File: src/rtl/cpu_isa_pkg.sv
// ---------------------------------------------------------------------------
// cpu_isa_pkg
// Shared MIPS ISA definitions for the instruction decoder and the
// instruction encoder/loader: instruction formats, opcode and funct
// constants, field bit positions, a legality helper, and the loader FSM
// state type.
// ---------------------------------------------------------------------------
package cpu_isa_pkg;

   // Instruction format carried alongside each field record.
   typedef enum logic [1:0] {
      FMT_R   = 2'd0,
      FMT_I   = 2'd1,
      FMT_J   = 2'd2,
      FMT_BAD = 2'd3
   } fmt_t;

   // Opcodes
   localparam logic [5:0] OP_SPECIAL = 6'h00;
   localparam logic [5:0] OP_J       = 6'h02;
   localparam logic [5:0] OP_JAL     = 6'h03;
   localparam logic [5:0] OP_BEQ     = 6'h04;
   localparam logic [5:0] OP_BNE     = 6'h05;
   localparam logic [5:0] OP_ADDI    = 6'h08;
   localparam logic [5:0] OP_ADDIU   = 6'h09;
   localparam logic [5:0] OP_SLTI    = 6'h0A;
   localparam logic [5:0] OP_ANDI    = 6'h0C;
   localparam logic [5:0] OP_ORI     = 6'h0D;
   localparam logic [5:0] OP_LUI     = 6'h0F;
   localparam logic [5:0] OP_LW      = 6'h23;
   localparam logic [5:0] OP_SW      = 6'h2B;

   // R-type function codes
   localparam logic [5:0] FN_SLL = 6'h00;
   localparam logic [5:0] FN_SRL = 6'h02;
   localparam logic [5:0] FN_JR  = 6'h08;
   localparam logic [5:0] FN_ADD = 6'h20;
   localparam logic [5:0] FN_SUB = 6'h22;
   localparam logic [5:0] FN_AND = 6'h24;
   localparam logic [5:0] FN_OR  = 6'h25;
   localparam logic [5:0] FN_SLT = 6'h2A;

   // Field least-significant bit positions within the 32-bit word
   localparam int OP_LSB    = 26;
   localparam int RS_LSB    = 21;
   localparam int RT_LSB    = 16;
   localparam int RD_LSB    = 11;
   localparam int SHAMT_LSB = 6;
   localparam int FUNCT_LSB = 0;

   // Loader FSM states
   typedef enum logic [1:0] {
      ST_IDLE = 2'd0,
      ST_LOAD = 2'd1,
      ST_DONE = 2'd2,
      ST_ERR  = 2'd3
   } load_state_t;

   // A format/opcode pair is legal when the opcode belongs to that format:
   // SPECIAL for R, J/JAL for J, anything else for I.
   function automatic logic fmt_legal(input fmt_t fmt, input logic [5:0] op);
      logic ok;
      ok = 1'b0;
      case (fmt)
         FMT_R:   ok = (op == OP_SPECIAL);
         FMT_J:   ok = (op == OP_J) || (op == OP_JAL);
         FMT_I:   ok = !((op == OP_SPECIAL) || (op == OP_J) || (op == OP_JAL));
         default: ok = 1'b0;
      endcase
      return ok;
   endfunction

endpackage

File: src/rtl/instr_encoder_loader_if.sv
// ---------------------------------------------------------------------------
// instr_encoder_loader_if
// Field-record stream into the instruction encoder/loader.
//   in_valid / in_ready : handshake
//   in_fmt              : 0=R 1=I 2=J 3=illegal
//   in_op, in_rs, in_rt, in_rd, in_shamt, in_funct, in_imm, in_addr : fields
//   in_last             : record is the final word of the program
//
// Handshake: a record transfers on every rising clock edge where
// in_valid and in_ready are both 1. The master holds the record stable
// while in_valid=1 and in_ready=0; in_ready does not depend on in_valid.
// ---------------------------------------------------------------------------
interface instr_encoder_loader_if;
   logic        in_valid;
   logic        in_ready;
   logic [1:0]  in_fmt;
   logic [5:0]  in_op;
   logic [4:0]  in_rs;
   logic [4:0]  in_rt;
   logic [4:0]  in_rd;
   logic [4:0]  in_shamt;
   logic [5:0]  in_funct;
   logic [15:0] in_imm;
   logic [25:0] in_addr;
   logic        in_last;

   modport master (
      output in_valid, in_fmt, in_op, in_rs, in_rt, in_rd, in_shamt,
             in_funct, in_imm, in_addr, in_last,
      input  in_ready
   );

   modport slave (
      input  in_valid, in_fmt, in_op, in_rs, in_rt, in_rd, in_shamt,
             in_funct, in_imm, in_addr, in_last,
      output in_ready
   );
endinterface

File: src/rtl/instr_pack.sv
// ---------------------------------------------------------------------------
// instr_pack
// Combinational packer: instruction fields + format -> 32-bit word, plus a
// legality flag for the format/opcode combination.
//   fmt, op, rs, rt, rd, shamt, funct, imm, addr : inputs
//   word  : packed instruction (0 for an illegal format)
//   legal : 1 when the format/opcode pair may be written
// ---------------------------------------------------------------------------
module instr_pack
   import cpu_isa_pkg::*;
(
   input  fmt_t        fmt,
   input  logic [5:0]  op,
   input  logic [4:0]  rs,
   input  logic [4:0]  rt,
   input  logic [4:0]  rd,
   input  logic [4:0]  shamt,
   input  logic [5:0]  funct,
   input  logic [15:0] imm,
   input  logic [25:0] addr,
   output logic [31:0] word,
   output logic        legal
);

   always_comb begin
      word = 32'h0;
      case (fmt)
         FMT_R: begin
            word[OP_LSB    +: 6] = op;
            word[RS_LSB    +: 5] = rs;
            word[RT_LSB    +: 5] = rt;
            word[RD_LSB    +: 5] = rd;
            word[SHAMT_LSB +: 5] = shamt;
            word[FUNCT_LSB +: 6] = funct;
         end
         FMT_I: begin
            word[OP_LSB +: 6] = op;
            word[RS_LSB +: 5] = rs;
            word[RT_LSB +: 5] = rt;
            word[15:0]        = imm;
         end
         FMT_J: begin
            word[OP_LSB +: 6] = op;
            word[25:0]        = addr;
         end
         default: word = 32'h0;
      endcase
   end

   assign legal = fmt_legal(fmt, op);

endmodule

File: src/rtl/instr_encoder_loader.sv
// ---------------------------------------------------------------------------
// instr_encoder_loader
// Accepts MIPS field records, packs them into R/I/J words and writes them to
// instruction memory at consecutive word addresses starting at BASE_ADDR.
// Optional running XOR checksum of written words under ENC_CHECKSUM_EN.
//
// Ports
//   clk, rst_n   : clock, asynchronous active-low reset
//   start        : pulse; from IDLE/ERR clears err, rewinds address, loads
//   rec          : field-record stream (slave side)
//   imem_wren    : write strobe, one cycle after acceptance
//   imem_addr    : write word address
//   imem_data    : packed instruction word
//   busy         : FSM in LOAD or DONE
//   done         : pulse with the final write
//   err          : sticky error (illegal record or address overflow)
//   checksum     : XOR of words written since start (0 when disabled)
//   fsm_state    : current FSM state for observation
// ---------------------------------------------------------------------------
module instr_encoder_loader
   import cpu_isa_pkg::*;
#(
   parameter int ADDR_W    = 10,
   parameter int BASE_ADDR = 0
) (
   input  logic                  clk,
   input  logic                  rst_n,
   input  logic                  start,
   instr_encoder_loader_if.slave rec,
   output logic                  imem_wren,
   output logic [ADDR_W-1:0]     imem_addr,
   output logic [31:0]           imem_data,
   output logic                  busy,
   output logic                  done,
   output logic                  err,
   output logic [31:0]           checksum,
   output load_state_t           fsm_state
);

   localparam logic [ADDR_W-1:0] BASE = ADDR_W'(BASE_ADDR);

   load_state_t       state, state_nxt;
   logic [ADDR_W-1:0] addr;
   logic              wrapped;
   logic [31:0]       word;
   logic              legal;
   logic              accept, write_ok, reject, start_go;

   instr_pack u_pack (
      .fmt   (fmt_t'(rec.in_fmt)),
      .op    (rec.in_op),
      .rs    (rec.in_rs),
      .rt    (rec.in_rt),
      .rd    (rec.in_rd),
      .shamt (rec.in_shamt),
      .funct (rec.in_funct),
      .imm   (rec.in_imm),
      .addr  (rec.in_addr),
      .word  (word),
      .legal (legal)
   );

   assign rec.in_ready = (state == ST_LOAD);
   assign accept       = rec.in_valid && rec.in_ready;
   // Once the top address has been written, any further record would
   // overwrite from the bottom; it is rejected instead.
   assign write_ok     = accept && legal && !wrapped;
   assign reject       = accept && (!legal || wrapped);
   assign start_go     = start && ((state == ST_IDLE) || (state == ST_ERR));

   assign busy      = (state == ST_LOAD) || (state == ST_DONE);
   assign fsm_state = state;

   // State register
   always_ff @(posedge clk or negedge rst_n) begin
      if (!rst_n) state <= ST_IDLE;
      else        state <= state_nxt;
   end

   // Next-state logic
   always_comb begin
      state_nxt = state;
      case (state)
         ST_IDLE: if (start) state_nxt = ST_LOAD;
         ST_LOAD: begin
            if (reject)                        state_nxt = ST_ERR;
            else if (write_ok && rec.in_last)  state_nxt = ST_DONE;
         end
         ST_DONE: state_nxt = ST_IDLE;
         ST_ERR:  if (start) state_nxt = ST_LOAD;
         default: state_nxt = ST_IDLE;
      endcase
   end

   // Address counter, write port and status registers. done is registered
   // alongside imem_wren so it lines up with the final write.
   always_ff @(posedge clk or negedge rst_n) begin
      if (!rst_n) begin
         addr      <= BASE;
         wrapped   <= 1'b0;
         imem_wren <= 1'b0;
         imem_addr <= '0;
         imem_data <= 32'h0;
         done      <= 1'b0;
         err       <= 1'b0;
      end else begin
         imem_wren <= write_ok;
         done      <= write_ok && rec.in_last;
         if (write_ok) begin
            imem_addr <= addr;
            imem_data <= word;
            addr      <= addr + ADDR_W'(1);
            if (addr == {ADDR_W{1'b1}}) wrapped <= 1'b1;
         end
         if (start_go) begin
            addr    <= BASE;
            wrapped <= 1'b0;
            err     <= 1'b0;
         end else if (reject) begin
            err <= 1'b1;
         end
      end
   end

`ifdef ENC_CHECKSUM_EN
   // Accumulates the word being accepted so the checksum updates in the
   // same cycle the word appears on imem_data.
   logic [31:0] csum;
   always_ff @(posedge clk or negedge rst_n) begin
      if (!rst_n)        csum <= 32'h0;
      else if (start_go) csum <= 32'h0;
      else if (write_ok) csum <= csum ^ word;
   end
   assign checksum = csum;
`else
   assign checksum = 32'h0;
`endif

endmodule

File: src/flat_wrapper.sv
// flat-port wrapper written by rule: the top's interface ports become plain ports
module instr_encoder_loader_flat import cpu_isa_pkg::*;
#(
   parameter int ADDR_W    = 10,
   parameter int BASE_ADDR = 0
)
  (clk, rst_n, start, imem_wren, imem_addr, imem_data, busy, done, err, checksum, fsm_state, rec_in_valid, rec_in_fmt, rec_in_op, rec_in_rs, rec_in_rt, rec_in_rd, rec_in_shamt, rec_in_funct, rec_in_imm, rec_in_addr, rec_in_last, rec_in_ready);
  instr_encoder_loader_if rec_i ();
  input  logic clk;
  input  logic rst_n;
  input  logic start;
  output logic imem_wren;
  output logic [ADDR_W-1:0] imem_addr;
  output logic [31:0] imem_data;
  output logic busy;
  output logic done;
  output logic err;
  output logic [31:0] checksum;
  output load_state_t fsm_state;
  input wire logic [$bits(rec_i.in_valid)-1:0] rec_in_valid;
  input wire logic [$bits(rec_i.in_fmt)-1:0] rec_in_fmt;
  input wire logic [$bits(rec_i.in_op)-1:0] rec_in_op;
  input wire logic [$bits(rec_i.in_rs)-1:0] rec_in_rs;
  input wire logic [$bits(rec_i.in_rt)-1:0] rec_in_rt;
  input wire logic [$bits(rec_i.in_rd)-1:0] rec_in_rd;
  input wire logic [$bits(rec_i.in_shamt)-1:0] rec_in_shamt;
  input wire logic [$bits(rec_i.in_funct)-1:0] rec_in_funct;
  input wire logic [$bits(rec_i.in_imm)-1:0] rec_in_imm;
  input wire logic [$bits(rec_i.in_addr)-1:0] rec_in_addr;
  input wire logic [$bits(rec_i.in_last)-1:0] rec_in_last;
  output wire logic [$bits(rec_i.in_ready)-1:0] rec_in_ready;
  assign rec_i.in_valid = rec_in_valid;
  assign rec_i.in_fmt = rec_in_fmt;
  assign rec_i.in_op = rec_in_op;
  assign rec_i.in_rs = rec_in_rs;
  assign rec_i.in_rt = rec_in_rt;
  assign rec_i.in_rd = rec_in_rd;
  assign rec_i.in_shamt = rec_in_shamt;
  assign rec_i.in_funct = rec_in_funct;
  assign rec_i.in_imm = rec_in_imm;
  assign rec_i.in_addr = rec_in_addr;
  assign rec_i.in_last = rec_in_last;
  assign rec_in_ready = rec_i.in_ready;
  instr_encoder_loader #(.ADDR_W(ADDR_W), .BASE_ADDR(BASE_ADDR)) u_core (.clk(clk), .rst_n(rst_n), .start(start), .rec(rec_i), .imem_wren(imem_wren), .imem_addr(imem_addr), .imem_data(imem_data), .busy(busy), .done(done), .err(err), .checksum(checksum), .fsm_state(fsm_state));
endmodule
File: config.mk
export PLATFORM = sky130hd
export DESIGN_NAME = instr_encoder_loader_flat
export DESIGN_NICKNAME = d
export VERILOG_FILES = /design/src/rtl/cpu_isa_pkg.sv /design/src/rtl/instr_encoder_loader_if.sv /design/src/rtl/instr_pack.sv /design/src/rtl/instr_encoder_loader.sv /design/src/flat_wrapper.sv
export SDC_FILE = /design/constraint.sdc
export NUM_CORES = 1
export LEC_CHECK = 0
export CORE_ASPECT_RATIO = 1.25
export CORE_MARGIN = 2
export CORE_UTILIZATION = 35
export CTS_CLUSTER_SIZE = 14
export DETAILED_ROUTE_END_ITERATION = 6
export GPL_TIMING_DRIVEN = 1
export PLACE_DENSITY = 0.71
export SLEW_MARGIN = 15
export SYNTH_ARGS = -nofsm -noshare
export SYNTH_HDL_FRONTEND = slang
export SYNTH_HIERARCHICAL = 1
export SYNTH_SLANG_ARGS = --single-unit
File: constraint.sdc
create_clock -name clk -period 2.2 [get_ports clk]
set_clock_uncertainty 0.2 [all_clocks]
set_input_delay 0.44 -clock clk [delete_from_list [all_inputs] [get_ports clk]]
set_output_delay 0.44 -clock clk [all_outputs]
set_load 0.01 [all_outputs]
==> impl_metrics.yaml <==
setup_path:
  critical_path_class: "in2reg"
  cpPeakStageDelay_ns: 0.51
  cp.required_ns: 2.24
  worst_path_dominant_cell_family: "simple AND/OR/NAND/NOR gates"
  start_kind: "input port"
  path_max_fanout: 7
  worst-path-buf-inv: 2
  cp.arrival_ns: 2.29
  crit_slowest_cell: "or4_4"
  endpoint_kind: "register"
  path_cells: "buf_6, nor4_4, and3_4, a211o_1, nand4b_4, buf_12, or4_4, a21oi_2"
global_routing:
  grt_usage_pct: 18.5
  antenna_found_initial: 0
  first_global_vias: 3156
  grt_max_degree: 59
  grt_pass1_wl_um: 15100
  grt_overflow: 0
synthesis:
  synth_edf_count: 0
  ys_warn_count: 6
  synthAdderAreaFrac_pct: 1.16
  synth-simple-area-share_pct: 26.0
  synth-xor-area-share_pct: 0.271
  syn_avg_cell_area_um2: 8.22
  ys_ff_latch: 58
  synthCells: 393
  synth.distinct_cells: 41
  netlist_area_um2: 3230
  ys_seq_area_share_pct: 44.9
  synthMuxAreaShare_pct: 5.92
  synth-compound-area-share_pct: 8.94
  async_flop_share_pct: 100
  synthFlopType: "dfrtp_1"
  synth_top_family_by_area: "simple AND/OR/NAND/NOR gates"
floorplanning:
  coreArea_um2: 9080
  rows: 39
  die_h_um: 111
  ios: 162
  initial_utilization_pct: 35.6
  die_area_um2: 10000
  die_w_um: 90.0
sta:
  finalHoldViolCount: 0
  final_max_slew_viol_count: 0
  timing.final.ws_setup_ns: -0.0524
  setup_viol: 2
  fin_setup_tns_ns: -0.0542
  period_minus_slack_ns: 2.25
  finalCritPeriodShare_pct: 102
  clock.fmax_ghz: 0.444
  rsz0062_at_grt: "yes"
route:
  drt-pass1-iter-count: 4
  wl_per_cell_um: 13.7
  drc_errors: 0
  vias: 3097
  wirelength_um: 9170
  ant_nets: 0
  routed_via_density: 4.62
  drt_iter0_drc: 99
outcome:
  status: "finished, violations left"
  violations: "setup timing"
clock_tree:
  numCtsBuffers: 9
  clkTransAtPathRegs_ns: 0.05
  clockRootBuffer: "clkbuf_16"
  clk_path_buf_depth: 2
  htreeDepth: 3
  cts_tree: "yes"
  cts.sinks: 58
  clkLatencyLatePin_ns: 0.32
job:
  cap_viol_max_count: 0
placed_design:
  place.gp.congestion: 0.747
  dpl_worst_slack_ns: -0.726
  port_buffers: 129
  hpwl_um: 6590
final_layout:
  layout-drive-gt1-share_pct: 14.1
  ff_latch_area_um2: 1450
  multi_input_area_um2: 1600
  nFillCells: 833
  antenna_cells: 0
  syn_to_final_growth_pct: 61.6
  num-nets-final: 626
power_and_ir_drop:
  power_leakage_uw: 0.00251
  power.density_nw_per_um2: 937
  vdd_ir_drop_max_mv: 0.696
worst_hold_path:
  hold_path_class: "in2reg"
## cell families after synthesis
kind of cell / Yosys count
other: 1
AND/OR/NAND/NOR: 191
buffers and inverters: 69
multiplexers: 19
AO/OA/AOI/OAI: 51
adder cells (fa/ha/maj): 3
XOR/XNOR: 1
flip-flops: 58
## through the flow
step	hold slack (ns)	power [uW]	instance area [um2]	utilization, %	cells
finish	0.235	4890	5220	57.5	670
global route	0.257	5190	5220	57.5	670
CTS	0.256	4890	5100	56.2	667
detailed placement	0.260	3280	4660	51.3	647
global placement	0.257	3230	4660	51.3	647
floorplan	-0.0556	2290	3360	-	424
## cells in the final DEF (no fill, tap or decap), types with 4 or more instances in the layout
cell type and n:
inv_1 18, clkbuf_16 10, clkdlybuf4s50_1 118, dfrtp_1 58, mux2i_1 18, or4_4 4
and2_1 5, buf_12 5, buf_4 17, a21oi_2 4, o21ai_0 20, buf_6 5
nand2_1 155, conb_1 32, o21ai_1 12
## path summary, 6_finish.rpt
kind | slack (ns) | cells after the start | startpoint | endpoint
setup / recovery | -0.05 | 8 | rec_in_op[2] | u_core/addr[7]
hold / removal | 0.24 | 4 | rec_in_op[2] | u_core/imem_data[28]
setup reg to reg | 0.21 | 6 | u_core/fsm_state[1] | u_core/addr[7]
hold reg to reg | 0.27 | 2 | u_core/imem_addr[8] | u_core/imem_addr[8]
max in group asynchronous | 1.09 | 3 | rst_n | u_core/addr[2]
min in group asynchronous | 0.45 | 3 | rst_n | u_core/imem_data[6]
## worst reg2reg max path: cells and delay by family, from the launching register on
family | cells | cell delay, ns
adders and majority gates | 1 | 0.20
AOI/OAI and AO/OA | 1 | 0.15
DFF | 1 | 0.39
and+or+nand+nor | 2 | 0.69
buffers and inverters | 2 | 0.30
## cell usage after synthesis (2+ instances only)
| master | number | share of area (%) |
|---|---|---|
| dfrtp_1 | 58 | 45 |
| buf_4 | 33 | 7.7 |
| nand2b_1 | 3 | 0.58 |
| ha_1 | 3 | 1.2 |
| nand3_1 | 3 | 0.46 |
| a21oi_1 | 7 | 1.1 |
| nor4_2 | 2 | 0.77 |
| nand2_1 | 156 | 18 |
| and2_2 | 2 | 0.46 |
| or4_1 | 5 | 1.2 |
| o21ai_0 | 20 | 3.1 |
| and2_1 | 5 | 0.97 |
| o31ai_1 | 4 | 0.93 |
| buf_2 | 10 | 1.5 |
| nor2b_1 | 3 | 0.58 |
| o21ai_1 | 12 | 1.9 |
| mux2i_1 | 18 | 5.6 |
| buf_6 | 2 | 0.70 |
| clkbuf_1 | 5 | 0.58 |
| o21a_1 | 2 | 0.46 |
| nor2_1 | 3 | 0.35 |
| inv_1 | 18 | 2.1 |
## power breakdown
group | switching, uW | internal [uW]
Combinational | 803 | 992
Clock | 466 | 1080
Sequential | 181 | 1370
Total | 1450 | 3440
## state kept, by name, summed over array words and instances, names as in the netlist
name and flops:
u_core/imem_wren 1, u_core/imem_addr 10, u_core/done 1, u_core/addr 10
u_core/imem_data 32, u_core/wrapped 1, u_core/err 1, u_core/fsm_state 2
## area by class of cell
| class | count | share of cell area (%) |
|---|---|---|
| multi-input cells | 297 | 30.7 |
| clock inverters | 4 | 1.39 |
| clock buffers | 12 | 5.10 |
| inverters | 19 | 1.41 |
| repair buffers | 157 | 30.7 |
| well taps | 123 | 2.95 |
| flip-flops and latches | 58 | 27.8 |
## routing by layer
| metal | vias to the layer above | track usage (%) | routed length (um) |
|---|---|---|---|
| met2 | 111 | 32.1 | 4690 |
| met5 | - | 0 | 0 |
| li1 | 1509 | - | - |
| met4 | 0 | 6.87 | 168 |
| met3 | 13 | 5.41 | 538 |
| met1 | 1464 | 21.7 | 3780 |
## repair_timing
action                                  in CTS  in global routing
endpoints found under the setup margin      59                 43
hold buffers                                 1                  0
resized for setup                           37                 27
pin swaps                                   10                 12
gates cloned                                 1                  2
hold endpoints to repair                    58                  0
setup buffers                                2                  1
Power figures use the tool's default switching activity.
==> RTL edit: new RTL, same flow settings <==
`ADDR_W` is set to 10 in 2 places; all go to 12.
--- a/src/rtl/instr_encoder_loader.sv
+++ b/src/rtl/instr_encoder_loader.sv
@@ -20,7 +20,7 @@
 module instr_encoder_loader
    import cpu_isa_pkg::*;
 #(
-   parameter int ADDR_W    = 10,
+   parameter int ADDR_W    = 12,
    parameter int BASE_ADDR = 0
 ) (
    input  logic                  clk,
--- a/src/flat_wrapper.sv
+++ b/src/flat_wrapper.sv
@@ -1,7 +1,7 @@
 // flat-port wrapper written by rule: the top's interface ports become plain ports
 module instr_encoder_loader_flat import cpu_isa_pkg::*;
 #(
-   parameter int ADDR_W    = 10,
+   parameter int ADDR_W    = 12,
    parameter int BASE_ADDR = 0
 )
   (clk, rst_n, start, imem_wren, imem_addr, imem_data, busy, done, err, checksum, fsm_state, rec_in_valid, rec_in_fmt, rec_in_op, rec_in_rs, rec_in_rt, rec_in_rd, rec_in_shamt, rec_in_funct, rec_in_imm, rec_in_addr, rec_in_last, rec_in_ready);
Ports: changed (resized imem_addr); port bits go from 162 to 164. No check against the original RTL was run, so the function may have changed too.
==> RTL edit against the unedited design <==
Total power fell by 3.1%. Register-to-register slack improved by 0.04 ns. Combinational power decreased by 4%. Synthesized cell count is 4.3% higher. Final cell count grew 2.5%. Setup slack improved by 0.14 ns. Area after synthesis increased by 6.2%. Sequential cell count is 4 higher. Hold slack better by 0.020 ns. Critical path depth did not move. Clock power is 9.7% lower. Routed wire length decreased by 3.1%. Count of clock-buffer cells in the layout stayed put. Cell area increased by 0.41%. Highest routed layer unchanged.
==> RTL edit: results (changes against the unedited design) <==
Post-Synth XOR/XNOR Area 0.255% (-0.016 points); Worst path max stage delay 0.48 ns (-0.03 ns); initial DRC count 107 (+8.1%); Tot GR Track Use 16.3% (-2.2 points); Fill cells 871 (+4.6%); Post-DP HPWL 6730 um (+2.1%); hold endpoint u_core/imem_data[30]$_DFFE_PN0P_; status finished, final reports clean; post-route setup slack 0.0846 ns (+0.137 ns); nets@finish 640 (+2.2%); total wire length 8890 um (-3.1%); biggest regs u_core/imem_data x32, u_core/addr x12, u_core/imem_addr x12; reg-to-reg slack, setup 0.25 ns (+0.04 ns); layout cell share with drive strength beyond 1 11.1% (-3.0 points); register area share after synthesis 45.2% (+0.30 points); Synth top cells by count 161 x nand2_1, 62 x dfrtp_1, 33 x buf_4; worst slack, placed -0.558 ns (+0.168 ns); Post-Synth Adder-Cell Area 1.09% (-0.068 points); VDD IR-drop max 0.000433 V (-38%); hold_ws 0.255 ns (+0.0195 ns); Area contributors post-synth dfrtp_1 45%, nand2_1 18%, buf_4 7.2%; number of global-route vias before repair 2941 (-6.8%); Port Buf Inserts 131 (+1.6%); Crit Reg-Reg Endpoint u_core/addr[5]$_DFFE_PN0P_; first-pass GRT wire length 13900 um (-8.1%); worst setup path startpoint rec_in_op[3]
-- RTL edit: worst max-delay path by stage --
stage	end	slack, ns	cells after the start
2_1_floorplan	u_core/addr[11]$_DFFE_PN0P_	0.01	8
6_report	u_core/addr[5]$_DFFE_PN0P_	0.08	8
3_3_place_gp	u_core/addr[11]$_DFFE_PN0P_	-0.52	8
3_5_place_dp	u_core/addr[11]$_DFFE_PN0P_	-0.56	8
5_1_grt	u_core/addr[5]$_DFFE_PN0P_	0.01	8
4_1_cts	u_core/addr[5]$_DFFE_PN0P_	0.02	8
-- RTL edit: repair_timing --
item                                   CTS  global route
endpoints found under the hold margin   13             0
gates cloned                             0             0
gates resized for setup                 30            12
pin swaps                                8             5
hold buffers                             1             0
setup buffers                            3             0
setup endpoints to repair               57            48
-- RTL edit: cell families after synthesis --
| logic type | count (synthesis) |
|---|---|
| AOI/OAI and AO/OA | 49 |
| other | 1 |
| DFF | 62 |
| adders and majority gates | 3 |
| buffers and inverters | 70 |
| xor gates and xnor gates | 1 |
| and+or+nand+nor | 202 |
| muxes | 22 |
-- RTL edit: worst reg2reg max path, cell delays in order (launching register included) --
cell	delay [ns]
dfrtp_1	0.39
inv_1	0.09
ha_2	0.25
nand4b_4	0.16
buf_6	0.17
or4_4	0.48
a21oi_2	0.14
-- RTL edit: through the flow --
step           area, um^2  cells  TNS (ns)  util (%)
6_report             5240    687         0      54.8
3_3_place_gp         4870    667    -24.86      50.9
3_5_place_dp         4870    667    -26.01      50.9
4_1_cts              5250    687         0      54.9
2_1_floorplan        3550    441         0         -
5_1_grt              5240    687         0      54.8
-- RTL edit: area by class of cell --
type / count / area share (%)
multi-input combinational: 309 / 31.1
timing repair buffer: 157 / 29.4
inverter: 17 / 1.22
sequential: 62 / 29.6
clock buffer: 12 / 4.89
tap: 126 / 3.01
clock inverter: 4 / 0.859
-- RTL edit: power breakdown --
part	internal, uW	switching, uW	leakage, uW
Clock	931	473	0.000152
Sequential	1440	167	0.000829
Combinational	944	783	0.00158
Total	3320	1420	0.00256
-- RTL edit: routing by layer --
layer	GRT usage [%]	vias to the layer above	wire (um)
met5	0	-	0
met4	6.57	0	121
met3	4.08	13	691
met2	29.1	105	4540
met1	18.5	1448	3550
li1	-	1544	-
